**src/rtl/pipeline_mem_arbiter_pkg.sv**
```systemverilog
// armleg_mem_pkg: shared types and constants for the IF/MEM memory arbiter.
//   state_t   - arbiter FSM state encoding (IDLE, ISSUE, WAIT, RESP)
//   owner_t   - which pipeline stage owns the outstanding access
//   DEFAULT_* - default parameter values
//   fetch_addr() - maps a fetch byte address to its 64-bit memory word
package armleg_mem_pkg;

  typedef enum logic [1:0] {
    IDLE  = 2'd0,
    ISSUE = 2'd1,
    WAIT  = 2'd2,
    RESP  = 2'd3
  } state_t;

  typedef enum logic {
    OWN_IF = 1'b0,
    OWN_D  = 1'b1
  } owner_t;

  localparam int DEFAULT_MEM_LATENCY = 2;
  localparam int DEFAULT_STARVE_MAX  = 4;

  // Instructions are 32 bits in a 64-bit memory: fetch the whole doubleword
  // and select the half later with address bit 2.
  function automatic logic [63:0] fetch_addr(input logic [63:0] a);
    return {a[63:3], 3'b000};
  endfunction

endpackage

```
**src/rtl/pipeline_mem_arbiter_if.sv**
```systemverilog
// pipeline_mem_arbiter_if: bundle of the fetch port, data port, memory port
// and stage stall outputs of the arbiter.
//   slave  - arbiter side (receives requests and memRdata, drives the rest)
//   master - environment side (pipeline stages and memory model)
interface pipeline_mem_arbiter_if;
  // fetch port
  logic        ifReq;
  logic [63:0] ifAddr;
  logic        ifValid;
  logic [31:0] ifRdata;
  // data port
  logic        dReq;
  logic        dWrite;
  logic [63:0] dAddr;
  logic [63:0] dWdata;
  logic        dValid;
  logic [63:0] dRdata;
  // memory port
  logic        memReq;
  logic        memWrite;
  logic [63:0] memAddr;
  logic [63:0] memWdata;
  logic [63:0] memRdata;
  // stage stalls
  logic        stallIF;
  logic        stallMem;

  modport slave (
    input  ifReq, ifAddr, dReq, dWrite, dAddr, dWdata, memRdata,
    output ifValid, ifRdata, dValid, dRdata,
    output memReq, memWrite, memAddr, memWdata, stallIF, stallMem
  );

  modport master (
    output ifReq, ifAddr, dReq, dWrite, dAddr, dWdata, memRdata,
    input  ifValid, ifRdata, dValid, dRdata,
    input  memReq, memWrite, memAddr, memWdata, stallIF, stallMem
  );
endinterface

```
**src/rtl/pipeline_mem_arbiter_grant_picker.sv**
```systemverilog
// mem_grant_picker: combinational grant decision for the arbiter.
//   i_d_req, i_if_req - pending requests
//   i_starve_cnt      - consecutive data grants made while fetch waited
//   o_grant           - some request is pending
//   o_owner           - winner: data unless fetch has hit its starvation limit
module mem_grant_picker
  import armleg_mem_pkg::*;
#(
  parameter int STARVE_MAX = DEFAULT_STARVE_MAX
) (
  input  logic       i_d_req,
  input  logic       i_if_req,
  input  logic [3:0] i_starve_cnt,
  output logic       o_grant,
  output owner_t     o_owner
);

  logic w_if_starved;

  assign w_if_starved = i_if_req && (i_starve_cnt == 4'(STARVE_MAX));

  always_comb begin
    o_grant = i_d_req | i_if_req;
    o_owner = (i_d_req && !w_if_starved) ? OWN_D : OWN_IF;
  end

endmodule

```
**src/rtl/pipeline_mem_arbiter.sv**
```systemverilog
// pipeline_mem_arbiter: shares one fixed-latency single-ported memory between
// the IF and MEM pipeline stages, one transaction at a time.
//   CLOCK - rising-edge clock
//   RESET - synchronous active-low reset
//   bus   - fetch/data/memory ports and stage stalls (see interface)
// Sequence per access: IDLE (grant) -> ISSUE (memReq strobe) -> WAIT
// (MEM_LATENCY cycles) -> RESP (valid pulse) -> IDLE.
module pipeline_mem_arbiter
  import armleg_mem_pkg::*;
#(
  parameter int MEM_LATENCY = DEFAULT_MEM_LATENCY,
  parameter int STARVE_MAX  = DEFAULT_STARVE_MAX
) (
  input logic                   CLOCK,
  input logic                   RESET,
  pipeline_mem_arbiter_if.slave bus
);

  state_t      r_state, w_state_next;
  owner_t      r_owner, w_owner_next;
  logic [3:0]  r_lat_cnt, w_lat_next;
  logic [3:0]  r_starve_cnt, w_starve_next;
  logic        r_if_hi, w_if_hi_next;
  logic        r_mem_req, w_mem_req_next;
  logic        r_mem_write, w_mem_write_next;
  logic [63:0] r_mem_addr, w_mem_addr_next;
  logic [63:0] r_mem_wdata, w_mem_wdata_next;
  logic        r_if_valid, w_if_valid_next;
  logic [31:0] r_if_rdata, w_if_rdata_next;
  logic        r_d_valid, w_d_valid_next;
  logic [63:0] r_d_rdata, w_d_rdata_next;

  logic        w_grant;
  owner_t      w_grant_owner;

  mem_grant_picker #(
    .STARVE_MAX(STARVE_MAX)
  ) u_picker (
    .i_d_req     (bus.dReq),
    .i_if_req    (bus.ifReq),
    .i_starve_cnt(r_starve_cnt),
    .o_grant     (w_grant),
    .o_owner     (w_grant_owner)
  );

  always_comb begin
    w_state_next     = r_state;
    w_owner_next     = r_owner;
    w_lat_next       = r_lat_cnt;
    w_starve_next    = r_starve_cnt;
    w_if_hi_next     = r_if_hi;
    w_mem_req_next   = 1'b0;
    w_mem_write_next = r_mem_write;
    w_mem_addr_next  = r_mem_addr;
    w_mem_wdata_next = r_mem_wdata;
    w_if_valid_next  = 1'b0;
    w_if_rdata_next  = r_if_rdata;
    w_d_valid_next   = 1'b0;
    w_d_rdata_next   = r_d_rdata;

    case (r_state)
      IDLE: begin
        if (w_grant) begin
          w_state_next   = ISSUE;
          w_owner_next   = w_grant_owner;
          w_mem_req_next = 1'b1;
          if (w_grant_owner == OWN_D) begin
            w_mem_write_next = bus.dWrite;
            w_mem_addr_next  = bus.dAddr;
            w_mem_wdata_next = bus.dWdata;
            // Only data grants that actually made fetch wait count toward
            // starvation; an uncontended data grant restarts the count.
            if (bus.ifReq)
              w_starve_next = (r_starve_cnt == 4'(STARVE_MAX)) ? r_starve_cnt
                                                              : r_starve_cnt + 4'd1;
            else
              w_starve_next = 4'd0;
          end else begin
            w_mem_write_next = 1'b0;
            w_mem_addr_next  = fetch_addr(bus.ifAddr);
            w_mem_wdata_next = 64'd0;
            w_if_hi_next     = bus.ifAddr[2];
            w_starve_next    = 4'd0;
          end
        end
      end
      ISSUE: begin
        w_lat_next   = 4'(MEM_LATENCY - 1);
        w_state_next = WAIT;
      end
      WAIT: begin
        if (r_lat_cnt == 4'd0) begin
          w_state_next = RESP;
          if (r_owner == OWN_IF) begin
            w_if_rdata_next = r_if_hi ? bus.memRdata[63:32] : bus.memRdata[31:0];
            w_if_valid_next = 1'b1;
          end else begin
            if (!r_mem_write)
              w_d_rdata_next = bus.memRdata;
            w_d_valid_next = 1'b1;
          end
        end else begin
          w_lat_next = r_lat_cnt - 4'd1;
        end
      end
      RESP: begin
        // Requests are deliberately not sampled here; a held request is
        // picked up in the following IDLE cycle.
        w_state_next = IDLE;
      end
      default: w_state_next = IDLE;
    endcase
  end

  always_ff @(posedge CLOCK) begin
    if (!RESET) begin
      r_state      <= IDLE;
      r_owner      <= OWN_IF;
      r_lat_cnt    <= 4'd0;
      r_starve_cnt <= 4'd0;
      r_if_hi      <= 1'b0;
      r_mem_req    <= 1'b0;
      r_mem_write  <= 1'b0;
      r_mem_addr   <= 64'd0;
      r_mem_wdata  <= 64'd0;
      r_if_valid   <= 1'b0;
      r_if_rdata   <= 32'd0;
      r_d_valid    <= 1'b0;
      r_d_rdata    <= 64'd0;
    end else begin
      r_state      <= w_state_next;
      r_owner      <= w_owner_next;
      r_lat_cnt    <= w_lat_next;
      r_starve_cnt <= w_starve_next;
      r_if_hi      <= w_if_hi_next;
      r_mem_req    <= w_mem_req_next;
      r_mem_write  <= w_mem_write_next;
      r_mem_addr   <= w_mem_addr_next;
      r_mem_wdata  <= w_mem_wdata_next;
      r_if_valid   <= w_if_valid_next;
      r_if_rdata   <= w_if_rdata_next;
      r_d_valid    <= w_d_valid_next;
      r_d_rdata    <= w_d_rdata_next;
    end
  end

  assign bus.memReq   = r_mem_req;
  assign bus.memWrite = r_mem_write;
  assign bus.memAddr  = r_mem_addr;
  assign bus.memWdata = r_mem_wdata;
  assign bus.ifValid  = r_if_valid;
  assign bus.ifRdata  = r_if_rdata;
  assign bus.dValid   = r_d_valid;
  assign bus.dRdata   = r_d_rdata;
  // Stalls are combinational so a stage freezes in the same cycle it asks.
  assign bus.stallIF  = bus.ifReq & ~r_if_valid;
  assign bus.stallMem = bus.dReq & ~r_d_valid;

endmodule

```
**src/flat_wrapper.sv**
```systemverilog
// flat-port wrapper written by rule: the top's interface ports become plain ports
module pipeline_mem_arbiter_flat import armleg_mem_pkg::*;
#(
  parameter int MEM_LATENCY = DEFAULT_MEM_LATENCY,
  parameter int STARVE_MAX  = DEFAULT_STARVE_MAX
)
  (CLOCK, RESET, bus_ifReq, bus_ifAddr, bus_dReq, bus_dWrite, bus_dAddr, bus_dWdata, bus_memRdata, bus_ifValid, bus_ifRdata, bus_dValid, bus_dRdata, bus_memReq, bus_memWrite, bus_memAddr, bus_memWdata, bus_stallIF, bus_stallMem);
  pipeline_mem_arbiter_if bus_i ();
  input logic CLOCK;
  input logic RESET;
  input wire logic [$bits(bus_i.ifReq)-1:0] bus_ifReq;
  input wire logic [$bits(bus_i.ifAddr)-1:0] bus_ifAddr;
  input wire logic [$bits(bus_i.dReq)-1:0] bus_dReq;
  input wire logic [$bits(bus_i.dWrite)-1:0] bus_dWrite;
  input wire logic [$bits(bus_i.dAddr)-1:0] bus_dAddr;
  input wire logic [$bits(bus_i.dWdata)-1:0] bus_dWdata;
  input wire logic [$bits(bus_i.memRdata)-1:0] bus_memRdata;
  output wire logic [$bits(bus_i.ifValid)-1:0] bus_ifValid;
  output wire logic [$bits(bus_i.ifRdata)-1:0] bus_ifRdata;
  output wire logic [$bits(bus_i.dValid)-1:0] bus_dValid;
  output wire logic [$bits(bus_i.dRdata)-1:0] bus_dRdata;
  output wire logic [$bits(bus_i.memReq)-1:0] bus_memReq;
  output wire logic [$bits(bus_i.memWrite)-1:0] bus_memWrite;
  output wire logic [$bits(bus_i.memAddr)-1:0] bus_memAddr;
  output wire logic [$bits(bus_i.memWdata)-1:0] bus_memWdata;
  output wire logic [$bits(bus_i.stallIF)-1:0] bus_stallIF;
  output wire logic [$bits(bus_i.stallMem)-1:0] bus_stallMem;
  assign bus_i.ifReq = bus_ifReq;
  assign bus_i.ifAddr = bus_ifAddr;
  assign bus_i.dReq = bus_dReq;
  assign bus_i.dWrite = bus_dWrite;
  assign bus_i.dAddr = bus_dAddr;
  assign bus_i.dWdata = bus_dWdata;
  assign bus_i.memRdata = bus_memRdata;
  assign bus_ifValid = bus_i.ifValid;
  assign bus_ifRdata = bus_i.ifRdata;
  assign bus_dValid = bus_i.dValid;
  assign bus_dRdata = bus_i.dRdata;
  assign bus_memReq = bus_i.memReq;
  assign bus_memWrite = bus_i.memWrite;
  assign bus_memAddr = bus_i.memAddr;
  assign bus_memWdata = bus_i.memWdata;
  assign bus_stallIF = bus_i.stallIF;
  assign bus_stallMem = bus_i.stallMem;
  pipeline_mem_arbiter #(.MEM_LATENCY(MEM_LATENCY), .STARVE_MAX(STARVE_MAX)) u_core (.CLOCK(CLOCK), .RESET(RESET), .bus(bus_i));
endmodule
```
**config.mk**
```make
export PLATFORM = sky130hd
export DESIGN_NAME = pipeline_mem_arbiter_flat
export DESIGN_NICKNAME = d
export VERILOG_FILES = /design/src/rtl/pipeline_mem_arbiter_pkg.sv /design/src/rtl/pipeline_mem_arbiter_if.sv /design/src/rtl/pipeline_mem_arbiter_grant_picker.sv /design/src/rtl/pipeline_mem_arbiter.sv /design/src/flat_wrapper.sv
export SDC_FILE = /design/constraint.sdc
export NUM_CORES = 1
export LEC_CHECK = 0
export CORE_AREA = 2 2 190 192
export CTS_CLUSTER_SIZE = 12
export DETAILED_ROUTE_END_ITERATION = 6
export DIE_AREA = 0 0 192 194
export GPL_ROUTABILITY_DRIVEN = 1
export HOLD_SLACK_MARGIN = 0.15
export PLACE_DENSITY = 0.59
export SLEW_MARGIN = 10
export SYNTH_ARGS = -nofsm -noshare
export SYNTH_HDL_FRONTEND = slang
export SYNTH_HIERARCHICAL = 1
export SYNTH_SLANG_ARGS = --single-unit
```
**constraint.sdc**
```tcl
create_clock -name CLOCK -period 1.84 [get_ports CLOCK]
set_clock_uncertainty 0.15 [all_clocks]
set_input_delay 0.276 -clock CLOCK [delete_from_list [all_inputs] [get_ports CLOCK]]
set_output_delay 0.276 -clock CLOCK [all_outputs]
set_load 0.1 [all_outputs]
```
==> impl_metrics.sql, run 1 <==
INSERT INTO impl_metrics (metric_group, metric, value, unit) VALUES
('run_status', 'run_status', 'finished clean', ''),
('synth', 'synth-edff-count', '0', ''),
('floorplan', 'die-area', '37200', 'um2'),
('critical_path', 'slowest_stage', 'o31a_4', ''),
('layout', 'multi_input_comb_area', '4740', 'um2'),
('clock_tree', 'ctsHtreeMaxLevel', '1', ''),
('synth', 'async_set_or_reset_register_ratio_after_synthesis', '0', '%'),
('clock_tree', 'tritoncts', 'done', ''),
('grt', 'track_usage', '19.6', '%'),
('clock_tree', 'cts_inserted_buffers', '29', ''),
('floorplan', 'coreArea', '35200', 'um2'),
('clock_tree', 'cts_num_sinks', '240', ''),
('synth', 'synth.avg_cell_area', '9.16', 'um2'),
('placement', 'post_detail_place_hpwl', '28.1', 'mm'),
('critical_path', 'r2r_start', 'u_core/r_starve_cnt[3]$_SDFFE_PN0P_', ''),
('placement', 'dp.cells', '1990', ''),
('critical_path', 'worst_reg_to_reg_cells', '5', ''),
('floorplan', 'initial_core_util', '28.4', '%'),
('layout', 'flow.area_growth_from_synthesis', '94.7', '%'),
('grt', 'grt_max_degree', '85', ''),
('routing', 'pre_antenna_drt_iters', '5', ''),
('sta', 'fmaxAchievable', '561', 'MHz'),
('synth', 'netlist_top_cells_count', '240 x dfxtp_1, 207 x nand2_1, 161 x mux2i_1', ''),
('floorplan', 'rows', '69', ''),
('sta', 'aggregate_negative_setup_slack', '0', 'ps'),
('layout', 'register_area', '4810', 'um2'),
('sta', 'drv_slew', '0', ''),
('sta', 'timing.final.crit_period', '1780', 'ps'),
('placement', 'gpl.final_weighted_congestion', '0.828', ''),
('critical_path', 'cp_slowest_stage_delay', '400', 'ps'),
('critical_path', 'crit_fanout', '17', ''),
('layout', 'post-route-cell-area', '19500', 'um2'),
('layout', 'final_layout_size_suffix_gt1_share', '22.9', '%'),
('grt', 'grt_overflow_total', '0', ''),
('routing', 'top_signal_layer_used', 'met4', ''),
('routing', 'met2RoutedLength', '18.6', 'mm'),
('synth', 'synth.net_count', '1360', ''),
('routing', 'drt-met1-wl', '15.0', 'mm'),
('grt', 'first_global_vias', '9959', ''),
('synth', 'post_synth_main_area_contributors', 'dfxtp_1 48%, mux2i_1 16%, nand2_1 7.8%', ''),
('critical_path', 'worstSetupEndpoint', 'u_core/bus.memAddr[56]$_SDFFE_PN0P_', ''),
('layout', 'num_antenna_cells', '0', ''),
('placement', 'port_buffers', '488', ''),
('routing', 'drt_drc_violations_left', '0', ''),
('layout', 'nets', '1868', ''),
('critical_path', 'criticalPathCategory', 'register to register', ''),
('routing', 'drt-wirelength-per-cell', '18.5', 'um'),
('sta', 'final-setup-viol-count', '0', ''),
('routing', 'vias_per_cell', '4.73', ''),
('layout', 'post-route-util', '55.3', '%'),
('routing', 'detailroute.wirelength.met3', '3.96', 'mm'),
('placement', 'placed_cell_area', '17800', 'um2'),
('power_and_ir_drop', 'power.density', '1440', 'nW/um2'),
('grt', 'antenna_found_initial', '0', ''),
('worst_hold_path', 'hold_path.class', 'primary input to register', ''),
('sta', 'slew_headroom', '60.7', '%'),
('floorplan', 'floorplan.die.height', '194', 'um'),
('floorplan', 'io_pins', '491', ''),
('synth', 'yosysMostFrequentCell', 'dfxtp_1', ''),
('synth', 'yosys.area.top_type_share', '48.0', '%'),
('synth', 'post_synth_instance_area', '10000', 'um2'),
('power_and_ir_drop', 'power_leakage', '7.40', 'nW'),
('power_and_ir_drop', 'power.ir.vdd_worst', '1.02', 'mV'),
('critical_path', 'timing.critical_path.to_type', 'register', ''),
('layout', 'finalNonFillerCells', '2082', ''),
('synth', 'postSynth.topFlopCell', 'dfxtp_1', ''),
('grt', 'grt_pass1_wl', '58.0', 'mm'),
('critical_path', 'worst_ep_arrival_time', '2090', 'ps'),
('critical_path', 'reg2reg_slack', '60', 'ps'),
('critical_path', 'critical_path.reg2reg.endpoint', 'u_core/bus.memAddr[56]$_SDFFE_PN0P_', ''),
('sta', 'tightestPinTransition', '589', 'ps');
==> layout by cell type, fill, tap and decap left out, types with 3 or more instances in the layout <==
| cell type | netlist | final |
|---|---|---|
| nor4_1 | 33 | 33 |
| ha_1 | 6 | 4 |
| clkbuf_16 | 0 | 34 |
| clkbuf_8 | 0 | 8 |
| dfxtp_1 | 240 | 234 |
| dfxtp_2 | 0 | 6 |
| bufinv_16 | 0 | 4 |
| buf_16 | 0 | 3 |
| nand3b_1 | 3 | 3 |
| a21oi_1 | 73 | 73 |
| buf_12 | 6 | 243 |
| nand2_1 | 207 | 205 |
| a31o_1 | 29 | 29 |
| buf_6 | 5 | 8 |
| clkbuf_1 | 54 | 8 |
| a211oi_1 | 63 | 55 |
| inv_2 | 1 | 3 |
| buf_4 | 0 | 31 |
| inv_1 | 6 | 3 |
| clkdlybuf4s50_1 | 0 | 257 |
| dlygate4sd3_1 | 0 | 34 |
| mux2i_1 | 161 | 159 |
| a211oi_2 | 0 | 8 |
| nand3_1 | 71 | 71 |
| nor2_1 | 64 | 64 |
| a31o_2 | 3 | 3 |
==> metrics by stage <==
step | power, mW | setup slack, ps
6_report | 28.0 | 59.0
5_1_grt | 29.1 | -44.2
4_1_cts | 28.0 | 1.06
3_5_place_dp | 21.8 | -431
3_3_place_gp | 21.7 | -399
2_1_floorplan | 16.0 | 54.4
==> routing by layer <==
layer | up-vias | track usage, %
met3 | 54 | 7.51
met5 | - | 0
met2 | 363 | 33.3
li1 | 4848 | -
met1 | 4590 | 23.0
met4 | 0 | 5.15
==> what timing repair did <==
| action | in CTS | in global routing |
|---|---|---|
| endpoints found under the setup margin | 93 | 104 |
| pin swaps | 1 | 4 |
| buffers inserted | 0 | 2 |
| gates resized for setup | 7 | 34 |
| cloned | 0 | 5 |
| hold endpoints to repair | 57 | 0 |
| hold buffers | 34 | 0 |
==> cell families after synthesis <==
group | count (synthesis) | share of synthesized area, %
compound gates | 178 | 12.0
simple gates | 394 | 17.1
buf+inv | 113 | 5.97
flops | 240 | 48.0
mux | 161 | 16.1
xor+xnor | 1 | 0.0875
fa+ha+maj | 6 | 0.750
==> where the power goes <==
group / leakage, nW / total, mW / switching (mW) / internal [mW]
combinational: 4.96 / 14.9 / 9.51 / 5.39
clock: 0.489 / 5.98 / 2.23 / 3.75
sequential: 1.96 / 7.12 / 0.969 / 6.15
total: 7.40 / 28.0 / 12.7 / 15.3
==> worst max-delay path, delay by kind of cell, from the launching register on <==
| family | cells | cell delay, ps |
|---|---|---|
| buf+inv | 1 | 240 |
| mux | 1 | 160 |
| compound gates | 2 | 640 |
| simple gates | 1 | 170 |
| flops | 1 | 330 |
==> registers in the layout (all words and copies together) (netlist names) <==
register,count
u_core/bus.dRdata,64
u_core/bus.dValid,1
u_core/bus.ifRdata,32
u_core/bus.ifValid,1
u_core/bus.memAddr,64
u_core/bus.memReq,1
u_core/bus.memWdata,64
u_core/bus.memWrite,1
u_core/r_if_hi,1
u_core/r_lat_cnt,4
u_core/r_owner,1
u_core/r_starve_cnt,4
u_core/r_state,2
==> worst min-delay path by stage <==
stage / from / endpoint / slack [ps] / cells after the start
global route: bus_dWdata[44] / u_core/bus.memWdata[44]$_SDFFE_PN0P_ / 160 / 3
detailed placement: u_core/r_state[1]$_SDFFE_PN0P_ / u_core/r_state[1]$_SDFFE_PN0P_ / 320 / 2
CTS: bus_memRdata[3] / u_core/bus.dRdata[3]$_SDFFE_PN0P_ / 150 / 3
floorplan: bus_memRdata[0] / u_core/bus.dRdata[0]$_SDFFE_PN0P_ / 270 / 2
finish: bus_memRdata[33] / u_core/bus.dRdata[33]$_SDFFE_PN0P_ / 170 / 3
global placement: u_core/r_state[1]$_SDFFE_PN0P_ / u_core/r_state[1]$_SDFFE_PN0P_ / 310 / 2
==> layout make-up <==
class / count / share of cell area [%]
Clock buffer: 45 / 4.44
Clock inverter: 6 / 0.668
Inverter: 7 / 0.160
Multi-Input combinational cell: 740 / 24.3
Sequential cell: 240 / 24.7
Tap cell: 461 / 2.96
Timing Repair Buffer: 583 / 42.8
Note: power is estimated with default switching activity, not from simulation.
==> inputs of run 2 (changes only) <==
--- a/config.mk
+++ b/config.mk
@@ -5,13 +5,13 @@
 export SDC_FILE = /design/constraint.sdc
 export NUM_CORES = 1
 export LEC_CHECK = 0
-export CORE_AREA = 2 2 190 192
+export CORE_AREA = 5 5 188 190
 export CTS_CLUSTER_SIZE = 12
 export DETAILED_ROUTE_END_ITERATION = 6
-export DIE_AREA = 0 0 192 194
+export DIE_AREA = 0 0 193 195
 export GPL_ROUTABILITY_DRIVEN = 1
 export HOLD_SLACK_MARGIN = 0.15
-export PLACE_DENSITY = 0.59
+export PLACE_DENSITY = 0.62
 export SLEW_MARGIN = 10
 export SYNTH_ARGS = -nofsm -noshare
 export SYNTH_HDL_FRONTEND = slang
==> impl_metrics.sql, run 2 (synthesized netlist as in run 1, its figures left out) <==
INSERT INTO impl_metrics (metric_group, metric, value, unit) VALUES
('run_status', 'run_status', 'finished clean', ''),
('placement', 'port_buffers', '488', ''),
('power_and_ir_drop', 'power.density', '1430', 'nW/um2'),
('layout', 'flow.area_growth_from_synthesis', '106', '%'),
('clock_tree', 'clkLatencyLatePin', '570', 'ps'),
('layout', 'nFillCells', '2629', ''),
('power_and_ir_drop', 'power_leakage', '7.84', 'nW'),
('critical_path', 'cp_slowest_stage_delay', '340', 'ps'),
('critical_path', 'path_depth', '7', ''),
('critical_path', 'worstSetupEndpoint', 'u_core/bus.memAddr[0]$_SDFFE_PN0P_', ''),
('placement', 'preCtsSetupSlack', '-368', 'ps'),
('clock_tree', 'clock_input_transition_at_the_sequential_cells_of_the_worst_setup_and_hold_paths', '60', 'ps'),
('critical_path', 'slowest_stage', 'dfxtp_2', ''),
('sta', 'tightestPinTransition', '688', 'ps'),
('clock_tree', 'ctsHtreeMaxLevel', '1', ''),
('routing', 'drc_violation_total_after_the_first_tritonroute_iteration', '330', ''),
('routing', 'pre_antenna_drt_iters', '5', ''),
('sta', 'drv_slew', '0', ''),
('clock_tree', 'cts_inserted_buffers', '30', ''),
('critical_path', 'worst_reg_to_reg_cells', '7', ''),
('sta', 'fmaxAchievable', '548', 'MHz'),
('grt', 'grt_pass1_wl', '64.0', 'mm'),
('grt', 'grt_use_met1', '23.9', '%'),
('worst_hold_path', 'hold_path.class', 'primary input to register', ''),
('sta', 'final-setup-viol-count', '0', ''),
('floorplan', 'coreArea', '33300', 'um2'),
('sta', 'aggregate_negative_setup_slack', '0', 'ps'),
('clock_tree', 'cts-root-buf', 'clkbuf_16', ''),
('layout', 'layout.cells.most_common_list', '257 x clkdlybuf4s50_1, 249 x buf_12, 235 x dfxtp_1', ''),
('layout', 'final_layout_size_suffix_gt1_share', '24.6', '%'),
('grt', 'grt_max_degree', '170', ''),
('critical_path', 'critPathTopFamily', 'buffers and inverters', ''),
('critical_path', 'crit_fanout', '24', ''),
('critical_path', 'reg2reg_slack', '10', 'ps'),
('critical_path', 'worst_ep_arrival_time', '2100', 'ps'),
('floorplan', 'floorplan.die.width', '193', 'um'),
('floorplan', 'rows', '67', ''),
('critical_path', 'worst-endpoint-required', '2110', 'ps'),
('routing', 'drt-wirelength-per-cell', '20.9', 'um'),
('clock_tree', 'cts_num_sinks', '240', ''),
('clock_tree', 'cts_max_path_buffers', '3', ''),
('floorplan', 'initial_core_util', '30.1', '%'),
('floorplan', 'io_pins', '491', ''),
('critical_path', 'timing.critical_path.cells', 'nand3b_1, o31a_4, buf_12, buf_12, buf_16, nand3_1, a21oi_1', ''),
('critical_path', 'worst_setup_path_startpoint', 'u_core/r_starve_cnt[3]$_SDFFE_PN0P_', ''),
('layout', 'nets', '1938', ''),
('routing', 'detail_route.wirelength', '44.8', 'mm'),
('critical_path', 'cp.buffers_inverters', '3', ''),
('sta', 'grt_setup_unrepaired', 'true', ''),
('floorplan', 'floorplan.die.height', '195', 'um'),
('critical_path', 'crit_path_frequent_cell', 'buf_12', ''),
('routing', 'vias_per_cell', '4.86', ''),
('sta', 'slew_headroom', '54.1', '%'),
('sta', 'timing.final.crit_period', '1830', 'ps'),
('placement', 'gpl.final_weighted_congestion', '0.809', ''),
('clock_tree', 'tritoncts', 'done', ''),
('critical_path', 'critical_path.reg2reg.endpoint', 'u_core/bus.memAddr[0]$_SDFFE_PN0P_', ''),
('sta', 'finalWorstSetupSlack', '13.5', 'ps'),
('layout', 'post-route-util', '61.9', '%'),
('floorplan', 'die-area', '37600', 'um2'),
('critical_path', 'r2r_start', 'u_core/r_starve_cnt[3]$_SDFFE_PN0P_', ''),
('grt', 'track_usage', '21.5', '%'),
('grt', 'global_route.usage.met3', '7.96', '%'),
('layout', 'layout.cells.most_common', 'clkdlybuf4s50_1', ''),
('grt', 'first_global_vias', '10800', ''),
('grt', 'global_route.usage.met2', '37.9', '%'),
('sta', 'period_share', '99.3', '%'),
('grt', 'grt_overflow_total', '0', ''),
('routing', 'final_antenna_net_count', '0', ''),
('power_and_ir_drop', 'power.ir.vdd_worst', '0.913', 'mV'),
('sta', 'timing_hold_violations_final', '0', ''),
('critical_path', 'timing.critical_path.to_type', 'register', ''),
('grt', 'grt_busiest_layer', 'met2', ''),
('flow_run', 'cap_viol_max_count', '0', ''),
('critical_path', 'start_kind', 'register', ''),
('grt', 'antenna_found_initial', '2', ''),
('routing', 'dr_total_vias', '10400', ''),
('routing', 'drt_drc_violations_left', '0', ''),
('placement', 'post_detail_place_hpwl', '29.9', 'mm'),
('critical_path', 'criticalPathCategory', 'register to register', '');
[run 2: changes by cell type in the layout (fill, tap and decap cells not counted), sizes merged]
cell,before,now
clkbuf,50,46
bufinv,4,5
clkinv,2,6
buf,287,298
dlygate4sd3,34,91
inv,7,9
diode,0,2
[run 2: worst min path at each step]
stage,cells after the start,to,slack (ps),start
6_report,3,u_core/bus.memWdata[13]$_SDFFE_PN0P_,160,bus_dWdata[13]
3_3_place_gp,2,u_core/r_state[1]$_SDFFE_PN0P_,310,u_core/r_state[1]$_SDFFE_PN0P_
3_5_place_dp,2,u_core/r_state[1]$_SDFFE_PN0P_,330,u_core/r_state[1]$_SDFFE_PN0P_
2_1_floorplan,2,u_core/bus.dRdata[0]$_SDFFE_PN0P_,270,bus_memRdata[0]
4_1_cts,3,u_core/bus.dRdata[1]$_SDFFE_PN0P_,150,bus_memRdata[1]
5_1_grt,3,u_core/bus.memWdata[13]$_SDFFE_PN0P_,150,bus_dWdata[13]
[run 2: tightest hold or removal path, stage by stage]
cell             delay [ps]
clkdlybuf4s50_1         400
nand3_1                  80
a21oi_1                  60
[run 2: through the flow]
step                      instances  power, mW  cell area (um2)  hold slack (ps)
final                          2142       29.4            20600              161
after floorplan                1093       16.0            10000              268
after global placement         1974       21.9            17800              314
after global routing           2142       30.5            20600              146
after detailed placement       1974       22.0            17800              330
after CTS                      2127       28.8            20100              150
[run 2: layout make-up]
class / count / area [um2] / share of cell area (%)
clock buffer: 40 / 848 / 4.12
timing repair buffer: 652 / 9220 / 44.7
antenna: 2 / 5.00 / 0.0243
sequential: 240 / 4810 / 23.3
tap: 448 / 561 / 2.72
clock inverter: 13 / 213 / 1.03
multi-input combinational: 740 / 4930 / 23.9
inverter: 7 / 31.3 / 0.152
[run 2: metal layers]
metal	share of wire, %	vias up
met3	9.5	74
met1	37	4954
met5	0	-
li1	-	4989
met4	3.3	0
met2	50	391
[run 2: repair_timing]
action | in CTS | in global routing
setup buffers | 4 | 7
hold buffers | 91 | 0
gates resized for setup | 16 | 68
endpoints found under the hold margin | 93 | 0
setup endpoints to repair | 98 | 169
pin swaps | 2 | 26
cloned | 5 | 8
[run 2: power by group]
part	internal (mW)	switching, mW
clock	3.93	2.39
combinational	5.96	10.0
sequential	6.15	0.990
total	16.0	13.4
